## src/rtl/npc_pkg.sv

```systemverilog
// Shared fetch-stage definitions.
// State encoding, reset PC and PC helpers.
package npc_pkg;

  localparam int unsigned XLEN = 32;

  localparam logic [XLEN-1:0] RESET_PC_DEF = 32'h8000_0000;

  localparam logic [2:0] S_BOOT = 3'd0;
  localparam logic [2:0] S_REQ  = 3'd1;
  localparam logic [2:0] S_WAIT = 3'd2;
  localparam logic [2:0] S_OUT  = 3'd3;
  localparam logic [2:0] S_NEXT = 3'd4;
  localparam logic [2:0] S_HALT = 3'd5;

  function automatic logic pc_ok(
    input logic [XLEN-1:0] p
  );
    return p[1:0] == 2'b00;
  endfunction

endpackage

```

## src/rtl/ifu_fetch.sv

```systemverilog
// Instruction fetch stage: owns the PC, one fetch in flight,
// hands {inst, inst_pc} to the core and waits for its next PC.
module ifu_fetch
  import npc_pkg::*;
#(
  parameter logic [XLEN-1:0] RESET_PC = RESET_PC_DEF,
  parameter int unsigned     CNT_W    = 64
) (
  input  logic             clk,
  input  logic             rst,
  output logic             mem_req_valid,
  input  logic             mem_req_ready,
  output logic [XLEN-1:0]  mem_req_addr,
  input  logic             mem_rsp_valid,
  input  logic [XLEN-1:0]  mem_rsp_data,
  input  logic             mem_rsp_err,
  output logic             inst_valid,
  input  logic             inst_ready,
  output logic [XLEN-1:0]  inst,
  output logic [XLEN-1:0]  inst_pc,
  input  logic             nxt_valid,
  input  logic [XLEN-1:0]  nxt_pc,
  output logic             fetch_err,
  output logic [CNT_W-1:0] fetch_cnt
);

  localparam logic [CNT_W-1:0] CNT_ONE =
    {{(CNT_W-1){1'b0}}, 1'b1};

  logic [2:0]       state;
  logic [2:0]       state_d;
  logic [XLEN-1:0]  pc;
  logic [XLEN-1:0]  pc_d;
  logic [XLEN-1:0]  inst_d;
  logic [XLEN-1:0]  ipc_d;
  logic             err_d;
  logic [CNT_W-1:0] cnt_d;
  logic             take_nxt;

  assign mem_req_valid = (state == S_REQ);
  assign inst_valid    = (state == S_OUT);
  assign mem_req_addr  = pc;

  // Next PC is taken while waiting for it, or together
  // with the instruction handshake.
  assign take_nxt = nxt_valid &&
    ((state == S_NEXT) ||
     ((state == S_OUT) && inst_ready));

  // Next-state and datapath update for the fetch sequence.
  always_comb begin
    state_d = state;
    pc_d    = pc;
    inst_d  = inst;
    ipc_d   = inst_pc;
    err_d   = fetch_err;
    cnt_d   = fetch_cnt;
    case (state)
      S_BOOT: state_d = S_REQ;
      S_REQ: begin
        if (mem_req_ready) state_d = S_WAIT;
      end
      S_WAIT: begin
        if (mem_rsp_valid) begin
          if (mem_rsp_err) begin
            err_d   = 1'b1;
            state_d = S_HALT;
          end else begin
            inst_d  = mem_rsp_data;
            ipc_d   = pc;
            state_d = S_OUT;
          end
        end
      end
      S_OUT: begin
        if (inst_ready) begin
          cnt_d   = fetch_cnt + CNT_ONE;
          state_d = S_NEXT;
        end
      end
      S_NEXT: state_d = S_NEXT;
      S_HALT: state_d = S_HALT;
      default: state_d = S_BOOT;
    endcase
    if (take_nxt) begin
      if (pc_ok(nxt_pc)) begin
        pc_d    = nxt_pc;
        state_d = S_REQ;
      end else begin
        err_d   = 1'b1;
        state_d = S_HALT;
      end
    end
  end

  // State, PC, instruction latch and counter registers.
  always_ff @(posedge clk or negedge rst) begin
    if (!rst) begin
      state     <= S_BOOT;
      pc        <= RESET_PC;
      inst      <= '0;
      inst_pc   <= '0;
      fetch_err <= 1'b0;
      fetch_cnt <= '0;
    end else begin
      state     <= state_d;
      pc        <= pc_d;
      inst      <= inst_d;
      inst_pc   <= ipc_d;
      fetch_err <= err_d;
      fetch_cnt <= cnt_d;
    end
  end

endmodule

```

## config.mk

```make
export PLATFORM = sky130hd
export DESIGN_NAME = ifu_fetch
export DESIGN_NICKNAME = d
export VERILOG_FILES = /design/src/rtl/npc_pkg.sv /design/src/rtl/ifu_fetch.sv
export SDC_FILE = /design/constraint.sdc
export NUM_CORES = 1
export LEC_CHECK = 0
export BUFFER_PORTS_ARGS = -buffer_cell sky130_fd_sc_hd__buf_2
export CAP_MARGIN = 20
export CORE_MARGIN = 2
export CORE_UTILIZATION = 45
export DETAILED_ROUTE_END_ITERATION = 7
export HOLD_SLACK_MARGIN = 0.02
export PLACE_DENSITY = 0.77
export SLEW_MARGIN = 40
export SYNTH_ARGS = -nofsm -noshare
export SYNTH_HDL_FRONTEND = slang
export SYNTH_SLANG_ARGS = --single-unit
```

## constraint.sdc

```tcl
create_clock -name clk -period 1.8 [get_ports clk]
set_input_delay 0 -clock clk [delete_from_list [all_inputs] [get_ports clk]]
set_output_delay 0 -clock clk [all_outputs]
set_load 0.03 [all_outputs]
```

# Word level (Yosys, flattened, before mapping)
# Cells that the tools add are included.
[totals]
register_bits = 164
inputBits = 71
output_inout_bits = 163
elab_cells = 37
[classes]
addsub = 1
eq_ne = 8
n_mux = 12
n_bitwise = 1
n_reduce_logical = 9
[ops]
columns = ["operator", "count"]
rows = [
  ["adder 64 x 1 -> 64 bit, second input constant", 1],
  ["two-way mux 3 bit", 6],
  ["one-hot mux 3 bit (6 select lines)", 1],
  ["== test 3 x 2 -> 1 bit, second input constant", 2],
  ["== test 3 bit, second input constant", 2],
  ["!= test 3 x 1 -> 1 bit, second input constant", 2],
  ["AND reduction 3 bit", 2],
  ["two-way mux 1 bit", 5],
  ["AND reduction 2 bit", 2],
  ["== test 3 x 1 -> 1 bit, second input constant", 1],
  ["zero test 3 bit", 1],
  ["!= test 3 bit, second input constant", 1],
  ["logical AND 1 bit", 2],
  ["zero test 2 bit", 1],
  ["logical OR 1 bit", 1],
  ["NOT 1 bit", 1],
]

# Longest topological paths before layout
# Gate-level depths: netlist of run 1.
[logic_depth]
word_depth = 6
depth_mapped = 8
depth_no_buf = 6

# Worst setup path before layout of run 1
# Ideal clock, no wire load.
[synth_path]
kind = "register to register"
start = "register fetch_cnt[3]"
end = "register fetch_cnt[18]"
setup_time_ps = 135
arrival_ps = 2030
required_ps = 1665
path_slack_ps = -365
stages_incl_launch_ff = 6
n_path_buf = 0
synth_period_minus_slack_ps = 2165
cell_sequence = "dfrtp_1 nand4_1 nor4_4 nand3_1 or2_2 xnor2_1"
[synth_between]
elab_chain_cells = 1
[synth_rtl]
columns = ["item", "line", "rtl"]
rows = [
  ["from (decl)", "ifu_fetch.sv:24", "output logic [CNT_W-1:0] fetch_cnt"],
  ["from (signal assigned)", "ifu_fetch.sv:111", "fetch_cnt <= cnt_d;"],
  ["adder 64 x 1 -> 64 bit", "ifu_fetch.sv:77", "cnt_d = fetch_cnt + CNT_ONE;"],
]
# Every way passes these cells.
# A chain may end at the register's enable or synchronous reset.

# Final worst setup path of run 1
[layout_path]
start = "register fetch_cnt[52]"
end = "register fetch_cnt[55]"
# The elaborated chain is that of the path after synthesis.

==> results.md, run 1 <==
Status:
- The run finished, with violations left.
- The checks that failed: setup timing.

Power and ir drop:
- Combinational cells account for 39.4% of the total power.
- Cell internal power was estimated by the tool at 0.00931 W.
- Across the VDD grid, the largest voltage drop is approximately 800 uV.
- The part of the power in registers is 36.7%.
- The power spent charging and discharging nets is 0.00604 W.
- The power share of the clock group is 23.8%.
- The switching fraction of total power is 39.3%.
- The standby leakage power is 5.83 nW.
- The power density over cell area is 1380 nW/um^2.

GRT:
- The number of antenna violations at the first check in global routing is 0.
- The via count of the first global-routing pass is about 5800.
- The global-route usage over all layers is 22.8%.
- After global routing the overflow that remains totals 0.
- The first global-routing pass estimated a little under 30000 um of wire.
- Entering global routing, the biggest net connects 50 pins.

Synthesis:
- The share of synthesized area in the top cell type comes to around three fifths.
- In this run, distinct cell masters in the synthesized netlist total 37.
- The synthesis warning total is 0.
- The library cell with the largest summed area after synthesis is dfrtp_1.
- dfrtp_1 is the most common cell in the netlist.
- Synthesis produced a netlist with a net count of a little under 600.
- In this run, synthesis inferred 0 flip-flops with an integrated enable.
- Counting instances in the post-synthesis netlist gives the leading cell types as dfrtp_1, mux2_2, xor2_1.
- The synthesized design contains 164 register bits.
- The per-instance average area after synthesis is 13.2 um^2.
- Yosys attributes the largest share of cell area to dfrtp_1, mux2_2, xor2_1.
- The area of the mapped netlist is 6840 um^2.
- The synthesized netlist cell count is between 500 and 600.
- The sequential element share of the synthesized area is approximately 60%.
- Counting flops with an async set or reset pin after synthesis yields a share of 100%.
- For this run, the leading register cell type out of synthesis is dfrtp_1.

CTS:
- The worst-case clock buffer depth is 2.
- After clock tree synthesis, the clock-pin slew on the worst setup and hold paths is 70 ps.
- The CTS root buffer is clkbuf_16.
- TritonCTS built the clock tree.
- For the worst-skew pair, the clock arrives at the later sink with an insertion delay of 420 ps.
- The number of sinks handled by clock tree synthesis is about 160.
- The total CTS buffers is 17.
- The number of H-tree levels is 4.

Setup path:
- The end of the worst register-to-register path is fetch_cnt[55].
- The worst setup path is captured at a register.
- The critical path starts at fetch_cnt[52].
- The destination of the critical timing path is fetch_cnt[55].
- Data on the critical path is required at its endpoint by 2140 ps.
- The type of element launching the critical path is a register.
- The register-to-register setup slack is -170 ps.
- Along the worst path, the maximum fanout reaches 4.
- The class of the most critical setup path is reg -> reg.
- The origin of the critical flop-to-flop path is fetch_cnt[52].
- STA puts the critical path data arrival time at 2310 ps.
- The path depth of the worst reg2reg path is 5.

Detailed routing:
- The number of vias per cell after detailed routing is around 5.3.
- The routed wire length is around 23000 um.
- The post-detailed-route DRC marker count is 0.
- The number of antenna-violating nets in the routed design is 0.
- The pre-antenna-repair detailed-routing pass consisted of 4 iterations.
- The detailed router finished its first iteration with 314 violations.
- For this block, the via count after detailed routing is 5990.
- The routed length per instance is 19.8 um.

Finish:
- Compared with the post-synthesis result, the final layout area differs by 62.9%.
- After routing the design area is 11100 um^2.
- The number of nets in the final layout is roughly 1000.
- The fraction of layout cells with a size suffix above 1 is 59.6%.
- The number of antenna diodes is 0.

STA:
- The post-route setup TNS is -598 ps.
- The slew of the pin with the lowest slew margin is 508 ps.
- The routed design could run at a clock period as short as 1970 ps.
- The upper clock frequency limit is 0.507 GHz.
- The share of the clock period used by the worst path is 110%.
- Setup repair after global routing could not meet its margin everywhere.
- Measured against its own limit, the worst slew margin works out to roughly 66%.
- The final max-slew violation count is 0.
- The number of failing hold endpoints at the final stage came to 0.
- Across all setup checks in the final design, the least slack found is -174 ps.
- The number of failing setup endpoints in the final timing report is 27.
- On the final layout, the worst clock skew is between 10 and 15 ps.

Floorplan:
- The die is 127 um wide.
- The die height is 127 um.
- Pin placement for this block handled 234 I/O pins.
- The initial core utilization is 45.5%.
- The initialized floorplan defines 45 standard-cell rows.
- The area enclosed by the die boundary is 16200 um^2.
- The floorplan core area is roughly 15000 um^2.

Job:
- Max-cap violations in this run came to 0.

Placed design:
- The pre-CTS worst setup slack is -260 ps.
- The final HPWL from detailed placement is 12300 um.
- The count of input and output buffers is ~230.
- Routability-driven placement finished with a final weighted congestion of 0.834.
- The instance area after placement is 8940 um^2.

Hold path:
- The type of the tightest min-delay check is in -> reg.
[routing by layer]
layer | global-route usage, % | share of wire, %
met5 | 0 | 0
met4 | 8.60 | 2.7
met3 | 5.78 | 6.5
met2 | 38.1 | 51
met1 | 28.6 | 40
[per-stage QoR]
stage | hold slack (ps) | total power (W) | cells | util (%)
finish | 72.0 | 0.0154 | 1137 | 74.1
global route | 97.9 | 0.0160 | 1137 | 74.1
CTS | 36.4 | 0.0147 | 1113 | 68.8
detailed placement | -14.8 | 0.0109 | 1009 | 59.5
global placement | -17.2 | 0.0107 | 1009 | 59.5
floorplan | -296 | 0.00905 | 519 | -
[worst max-delay path, stage by stage, from the launching register on]
cell     delay [ps]
dfrtp_1         410
nand4_1         260
nor2_1          310
nand4_1         310
nor3_1          400
xor2_1          200
[registers in the layout, summed over array words and instances, names as in the netlist]
signal / count
fetch_cnt: 64
fetch_err: 1
mem_req_addr: 32
state: 3
inst: 32
inst_pc: 32
[power by group through the flow]
stage / clock (W) / combinational [W] / sequential [W]
3_5_place_dp: 0 / 0.00535 / 0.00553
2_1_floorplan: 0 / 0.00143 / 0.00762
5_1_grt: 0.00390 / 0.00633 / 0.00575
3_3_place_gp: 0 / 0.00527 / 0.00544
4_1_cts: 0.00370 / 0.00550 / 0.00546
6_report: 0.00366 / 0.00605 / 0.00564
[cell usage in the layout (no fill, tap or decap), drive strengths merged, types with 19 or more instances in the layout]
master,n
dfrtp,163
nand3,20
xor2,37
nor2,28
dlygate4sd3,67
nand4,23
nor3,19
mux2,94
xnor2,26
buf,340
clkbuf,23
nand2,32
[kinds of logic after synthesis]
group / count (synthesis) / synth area share, %
compound gates: 9 / 0.750
xor+xnor: 63 / 8.07
buf+inv: 26 / 1.66
mux: 96 / 15.8
flops: 164 / 60.0
fa+ha+maj: 1 / 0.183
simple gates: 160 / 13.6
[final cells by class]
type / count / area, um^2
repair buffers: 413 / 2950
inverters: 10 / 37.5
multi-input cells: 330 / 3180
fillers: 921 / 3890
clock inverters: 15 / 169
well taps: 188 / 235
flip-flops and latches: 164 / 4140
clock buffers: 17 / 425
[worst min path at each step]
stage	startpoint	to	slack [ps]	cells past startpoint
2_1_floorplan	rst	fetch_cnt[0]	-300	0
3_3_place_gp	rst	fetch_cnt[53]	-20	1
3_5_place_dp	rst	fetch_cnt[46]	-10	1
4_1_cts	mem_rsp_valid	state[0]	40	5
5_1_grt	inst_ready	fetch_cnt[0]	100	4
6_report	mem_rsp_valid	state[0]	70	5
[repair_timing]
action	in CTS	in global routing
hold buffers	67	0
setup endpoints to repair	110	135
gates resized for setup	21	107
hold endpoints to repair	230	0
pin swaps	10	21
buffers inserted	5	13
cloned	0	11
Note: power is estimated with default switching activity, not from simulation.
==> inputs of run 2 (changes only) <==
==> constraint.sdc (replaced) <==
create_clock -name clk -period 1.72 [get_ports clk]
set_input_delay 0 -clock clk [delete_from_list [all_inputs] [get_ports clk]]
set_output_delay 0 -clock clk [all_outputs]
set_load 0.03 [all_outputs]
==> results.md, run 2 (same netlist as run 1, synthesis figures left out) <==
Power and ir drop:
- Per report_power, the clock group accounts for 22.6% of the total.
- In this run the power spent charging and discharging nets is 0.00656 W.
- The highest ir drop seen on vdd is 836 uV.
- The combinational share of power is 42.0%.
- The internal portion of total power is 0.0103 W.
- Summed over all cells, the static leakage comes to 6.23 nW.
- The power density over cell area is 1450 nW/um^2.
- Of the total power, registers draw a little over a third.
- Net switching is 38.9% of the power.

Floorplan:
- The floorplan step set the die height to 127 um.
- The initial core utilization is 45.5%.
- The number of standard-cell rows in the floorplan is 45.
- The count of boundary I/O pins is between 200 and 250.
- The die covers 16200 um^2.
- In this run the standard cell core region covers 15000 um^2.
- The floorplan step set the die width to 127 um.

CTS:
- The clock passes through at most 2 buffers.
- The tree is rooted in a clkbuf_16.
- At the later pin of the worst-skew pair, clock insertion delay measures approximately 410 ps.
- TritonCTS built the clock tree.
- Clock-pin slew was measured on the worst setup and hold paths at 60 ps.
- The clock tree synthesis step divided the H-tree into 4 levels.
- The total CTS buffers is 17.
- The number of sinks handled by clock tree synthesis is 164.

GRT:
- In the global route stage, met3 resource usage came out at 6.70%.
- The peak-usage layer in the global routing report is met2.
- The global-route usage over all layers is 24.7%.
- The via count of the first global-routing pass is 6012.
- The overflow left after global routing is 0.
- In the global route stage, met1 resource usage came out at 29.7%.
- The met2 track utilization from global routing is ~43%.
- The number of antenna violations at the first check in global routing is 0.
- Entering global routing, the biggest net connects 51 pins.
- The first-pass GRT wire length is 31400 um.

Status:
- The flow ran to the end, but the final reports show violations.
- The checks that failed: setup timing.

Finish:
- The number of antenna diodes is 0.
- Leaving out fill and tap cells, the most frequent cell in the layout is buf_2.
- The register with the most flip-flops in the layout has 64 of them.
- The post-route netlist has 61.0% of its cells at a drive strength greater than 1.
- Leaving out fill and tap cells, the most frequent cells in the layout are buf_2, dfrtp_1, buf_4.
- The register with the highest flop count is fetch_cnt.
- The number of nets in the final layout is 1037.
- The core utilization of the finished layout is 77.6%.
- After filler insertion, the fill cell instance count of the layout stands at 851.
- Compared with the post-synthesis result, the final layout area differs by 70.5%.

STA:
- The share of the clock period used by the worst path is 110%.
- Setup repair after global routing could not meet its margin everywhere.
- In this run the tightest slew margin relative to its limit is 71.2%.
- The final max-slew violation count was 0.
- The slew of the pin with the lowest slew margin is 431 ps.
- The clock tree skew after final layout is 9.86 ps.
- The number of failing hold endpoints at the final stage is 0.
- The smallest clock period supported by the final layout is computed as 1890 ps.
- Derived from the worst setup path, the maximum achievable clock frequency is 0.528 GHz.
- Setup slack on the critical path of the routed design comes to -174 ps.
- The number of failing setup endpoints in the final timing report is 120.

Setup path:
- The slowest stage of the critical path is the dfrtp_2 cell.
- The origin of the worst setup path is fetch_cnt[14].
- The number of cells on the worst reg-to-reg path is 7.
- In this run the critical register-to-register path is launched from fetch_cnt[14].
- In this run the worst path has a maximum fanout of 5.
- The type of element launching the critical path is a register.
- Traced cell by cell, the critical path runs through nand4_1, nor4_4, buf_4, buf_6, nand4_4, nor4b_2, xor2_1.
- The kind of capture point of the worst setup path is a register.
- The worst endpoint data arrival time is 2230 ps.
- The worst setup path is of the reg -> reg kind.
- The data required time at the worst endpoint is 2060 ps.
- On the worst path, the slowest cell contributes a delay of ~370 ps.

Hold path:
- The min-delay analysis places its worst path in the category in -> async.

Placed design:
- The count of input and output buffers is 233.
- The weighted congestion reported at the end of routability-driven placement is 0.833.
- At the placement stage, the worst setup path has a slack of -336 ps.
- The final HPWL from detailed placement is 12100 um.

Detailed routing:
- For this run, design rule violations remaining after detail routing come to 0.
- The iteration count of the initial detailed-routing pass is 5.
- The detail route stage leaves a number of antenna-violating nets equal to 0.
- The final layout contains routed wiring with a total length of between 20000 and 25000 um.
- The routed length per instance is 20.8 um.
- Summing over every cut layer, the via total after detailed routing is 6244.
- The number of vias per cell after detailed routing is 5.36.
- The first routing iteration left 511 violations.

Job:
- Across the run, the number of max-cap violations was 0.
==> run 2: cell types whose count changed in the layout (fill, tap and decap cells not counted), sizes merged <==
| cell | delta |
|---|---|
| nand4 | +1 |
| dlygate4sd3 | +1 |
| clkbuf | +2 |
| buf | +26 |
| clkinvlp | +1 |
| inv | -3 |
| clkinv | +1 |
==> run 2: per-stage QoR <==
stage	TNS, ps	hold WS (ps)	power, W	area [um^2]	cells
6_report	-13400	86.2	0.0169	11700	1166
5_1_grt	-22390	84.6	0.0175	11700	1166
4_1_cts	-3210	73.4	0.0154	10700	1140
3_5_place_dp	-21140	-46.2	0.0114	9020	1021
3_3_place_gp	-20140	-44.5	0.0113	9020	1021
2_1_floorplan	-12320	-296	0.00948	6940	519
==> run 2: area by class of cell <==
type | count | area, um^2 | area share (%)
Inverter | 10 | 37.5 | 0.322
Sequential cell | 164 | 4140 | 35.5
Tap cell | 188 | 235 | 2.02
Multi-Input combinational cell | 331 | 3410 | 29.2
Clock buffer | 18 | 439 | 3.77
Clock inverter | 14 | 153 | 1.31
Timing Repair Buffer | 441 | 3250 | 27.8
==> run 2: power groups by stage <==
stage / registers [W] / logic [W] / clock network [W]
floorplan: 0.00797 / 0.00150 / 0
finish: 0.00598 / 0.00708 / 0.00381
detailed placement: 0.00578 / 0.00562 / 0
global placement: 0.00574 / 0.00552 / 0
CTS: 0.00572 / 0.00589 / 0.00383
global route: 0.00609 / 0.00739 / 0.00406
==> run 2: path summary, 6_finish.rpt <==
path | slack [ps] | end
worst min-delay path | 90 | inst[18]
min in group clk | 110 | fetch_cnt[0]
worst max register to register | -170 | fetch_cnt[42]
max in group asynchronous | 1000 | fetch_cnt[38]
worst min register to register | 480 | fetch_cnt[62]
worst max-delay path | -170 | fetch_cnt[42]
==> run 2: what timing repair did <==
item	in CTS	in global routing
endpoints found under the hold margin	229	0
setup buffers	14	18
hold buffers	68	0
resized for setup	42	152
pin swaps	21	27
setup endpoints to repair	144	143
cloned	5	8
==> run 2: worst max-delay path: cells and delay by family (launching register included) <==
family,cells,cell delay [ps]
and+or+nand+nor,4,1010
xor gates and xnor gates,1,160
DFF,1,370
buffers and inverters,2,280
==> run 2: metal layers <==
| layer | wire [um] | share of wire (%) |
|---|---|---|
| met4 | 874 | 3.6 |
| met5 | 0 | 0 |
| met1 | 9320 | 38 |
| met3 | 1580 | 6.5 |
| met2 | 12500 | 51 |
==> inputs of run 3 (changes only) <==
--- a/config.mk
+++ b/config.mk
@@ -12,6 +12,7 @@
 export DETAILED_ROUTE_END_ITERATION = 7
 export HOLD_SLACK_MARGIN = 0.02
 export PLACE_DENSITY = 0.77
+export REMOVE_ABC_BUFFERS = 1
 export SLEW_MARGIN = 40
 export SYNTH_ARGS = -nofsm -noshare
 export SYNTH_HDL_FRONTEND = slang
==> results.md, run 3 (same netlist as run 1, synthesis figures left out) <==
Status:
- The flow ran to the end, but the final reports show violations.
- The checks that failed: setup timing.

Floorplan:
- The die height is 127 um.
- The number of standard-cell rows in the floorplan is 45.
- Pin placement for this block handled 234 I/O pins.
- The initial core utilization is 45.5%.
- The floorplan step defined a core boundary enclosing 15000 um^2.
- The overall die width is 127 um.
- The area enclosed by the die boundary is between 15000 and 20000 um^2.

Detailed routing:
- The number of antenna-violating nets in the routed design is 0.
- The number of vias in the routed layout is 6501.
- The number of vias per cell after detailed routing is roughly 5.5.
- For this run, design rule violations remaining after detail routing come to 0.
- After detailed routing, no signal wire sits above met4.
- The routed length per instance is 22.1 um.
- The pre-antenna-repair detailed-routing pass consisted of 5 iterations.
- The routed length on met1 is 9280 um.
- The routed wire length on met2 is 13400 um.
- After the first detailed-routing iteration, the DRC count stood at 344.
- The routed design has between 20000 and 30000 um of wire.
- After detailed routing, the met3 layer carries 1960 um of wire.

Power and ir drop:
- The standby leakage power is between 6 and 7 nW.
- The power share of the clock group is between 20% and 30%.
- The worst-case IR drop observed on VDD is 822 uV.
- Per report_power, the sequential group accounts for a little over a third of the total.
- Summed over all nets, the switching power comes to around 0.0065 W.
- The combinational share of power is between 40% and 50%.
- The internal portion of total power is 0.00991 W.
- Of the total power, the share spent switching nets is 39.8%.
- Dividing total power by cell area gives a power density of 1390 nW/um^2.

GRT:
- After global routing the overflow that remains totals 0.
- The first-pass GRT wire length is around 34000 um.
- The global-route usage over all layers is ~27%.
- The via count of the first global-routing pass is 6501.
- The number of antenna violations at the first check in global routing is 0.
- The largest net degree at the start of global routing is 54.

CTS:
- The worst-skew pair later-pin latency is 430 ps.
- The worst-case clock buffer depth is 2.
- The clock tree from TritonCTS is done.
- The number of H-tree levels is 4.
- Clock tree synthesis found a total of about 160 sinks.
- The clock transition at the register clock pins on the worst setup and hold paths after CTS is 70 ps.
- TritonCTS created 17 clock buffers.
- In this run the clock root is driven by a clkbuf_16.

STA:
- The share of the clock period used by the worst path is 114%.
- The smallest setup slack after layout is -239 ps.
- The number of failing hold endpoints at the final stage is 0.
- Adding up every negative setup slack in the final design gives -15570 ps.
- For the pin with the worst max-slew slack, the measured transition is 396 ps.
- The minimum clock period is 1960 ps.
- Measured against its own limit, the worst slew margin works out to between 70 and 80%.
- The final max-slew violation count is 0.
- The clock tree skew after final layout is 10.6 ps.
- The number of failing setup endpoints in the final timing report is 150.
- Setup repair after global routing could not meet its margin everywhere.
- For this run, the top clock speed supported by timing is 0.510 GHz.

Finish:
- The register with the highest flop count is fetch_cnt.
- The fraction of layout cells with a size suffix above 1 is 61.1%.
- The register with the most flip-flops in the layout has 64 of them.
- In the final design database the tool counted between 1000 and 1500 nets.
- The top cell types in the final layout, fill and taps aside, are buf_2, dfrtp_1, buf_4.
- The filler cell count is between 700 and 800.
- Leaving out fill and tap cells, the most frequent cell in the layout is buf_2.
- The area growth from synthesis to layout is 72.6%.
- The number of antenna diodes in the final layout is 0.

Placed design:
- Detailed placement ended at an HPWL of 12700 um.
- At the end of routability-driven placement, the weighted congestion stood at 0.803.
- The count of input and output buffers is 233.
- At the placement stage, the worst setup path has a slack of -228 ps.

Setup path:
- The origin of the worst setup path is state[0].
- The largest fanout on the critical path is 6.
- The worst endpoint data arrival time is 2310 ps.
- The kind of capture point of the worst setup path is a register.
- Following the worst setup path forward leads to its endpoint at fetch_cnt[51].
- The type of element launching the critical path is a register.
- The worst register-to-register path begins at state[0].
- The path depth of the worst reg2reg path is 7.
- The data required time at the worst endpoint is 2070 ps.
- The register-to-register setup slack is -240 ps.
- The class of the most critical setup path is reg -> reg.
- The end of the worst register-to-register path is fetch_cnt[51].

Job:
- The reported max-cap violation count is 0.

Hold path:
- The worst hold path belongs to the class in -> async.
==> run 3: power by group through the flow <==
stage	Clock, W	Combinational, W	Sequential, W
4_1_cts	0.00371	0.00624	0.00573
3_3_place_gp	0	0.00558	0.00571
6_report	0.00372	0.00682	0.00592
5_1_grt	0.00392	0.00710	0.00604
3_5_place_dp	0	0.00566	0.00580
2_1_floorplan	0	0.00138	0.00802
==> run 3: layout make-up <==
type / instances / area (um^2) / share of cell area [%]
clock buffer: 19 / 453 / 3.84
clock inverter: 13 / 124 / 1.05
inverter: 10 / 40.0 / 0.339
multi-input combinational: 331 / 3470 / 29.4
sequential: 164 / 4110 / 34.8
tap: 188 / 235 / 1.99
timing repair buffer: 456 / 3380 / 28.6
==> run 3: stage by stage <==
step / instance area, um^2 / total power, W / std cells / util [%] / hold WS (ps)
floorplan: 6760 / 0.00941 / 503 / - / -296
global placement: 9000 / 0.0113 / 1024 / 59.9 / -69.6
detailed placement: 9000 / 0.0115 / 1024 / 59.9 / -72.2
CTS: 11000 / 0.0157 / 1159 / 73.4 / 42.1
global route: 11800 / 0.0171 / 1181 / 78.5 / 57.2
finish: 11800 / 0.0165 / 1181 / 78.5 / 46.5
==> run 3: worst min-delay path by stage <==
| stage | start | endpoint | slack [ps] | depth (start not counted) |
|---|---|---|---|---|
| 6_report | rst | fetch_cnt[48] | 50 | 2 |
| 5_1_grt | nxt_valid | state[0] | 60 | 5 |
| 4_1_cts | rst | fetch_cnt[48] | 40 | 2 |
| 3_5_place_dp | rst | fetch_cnt[48] | -70 | 1 |
| 3_3_place_gp | rst | fetch_cnt[53] | -70 | 1 |
| 2_1_floorplan | rst | fetch_cnt[0] | -300 | 0 |
==> run 3: timing repair <==
item                       CTS  global route
pin swaps                   31            57
cloned                       5             6
gates resized for setup     92           116
hold endpoints to repair   229             0
setup buffers               32            20
setup endpoints to repair  137           152
hold buffers                67             0
==> run 3: routing by layer <==
| metal | global-route usage (%) | up-vias |
|---|---|---|
| met3 | 8.08 | 117 |
| met4 | 12.2 | 0 |
| met1 | 29.5 | 3251 |
| met5 | 0 | - |
| li1 | - | 2752 |
| met2 | 49.6 | 381 |
==> run 3: critical path, cell delays in order (launching register included) <==
cell      delay, ps
dfrtp_1         420
buf_6           130
nand4b_4        140
nor4_4          420
nand4_4         200
buf_12          200
nor4_4          210
xor2_1          170
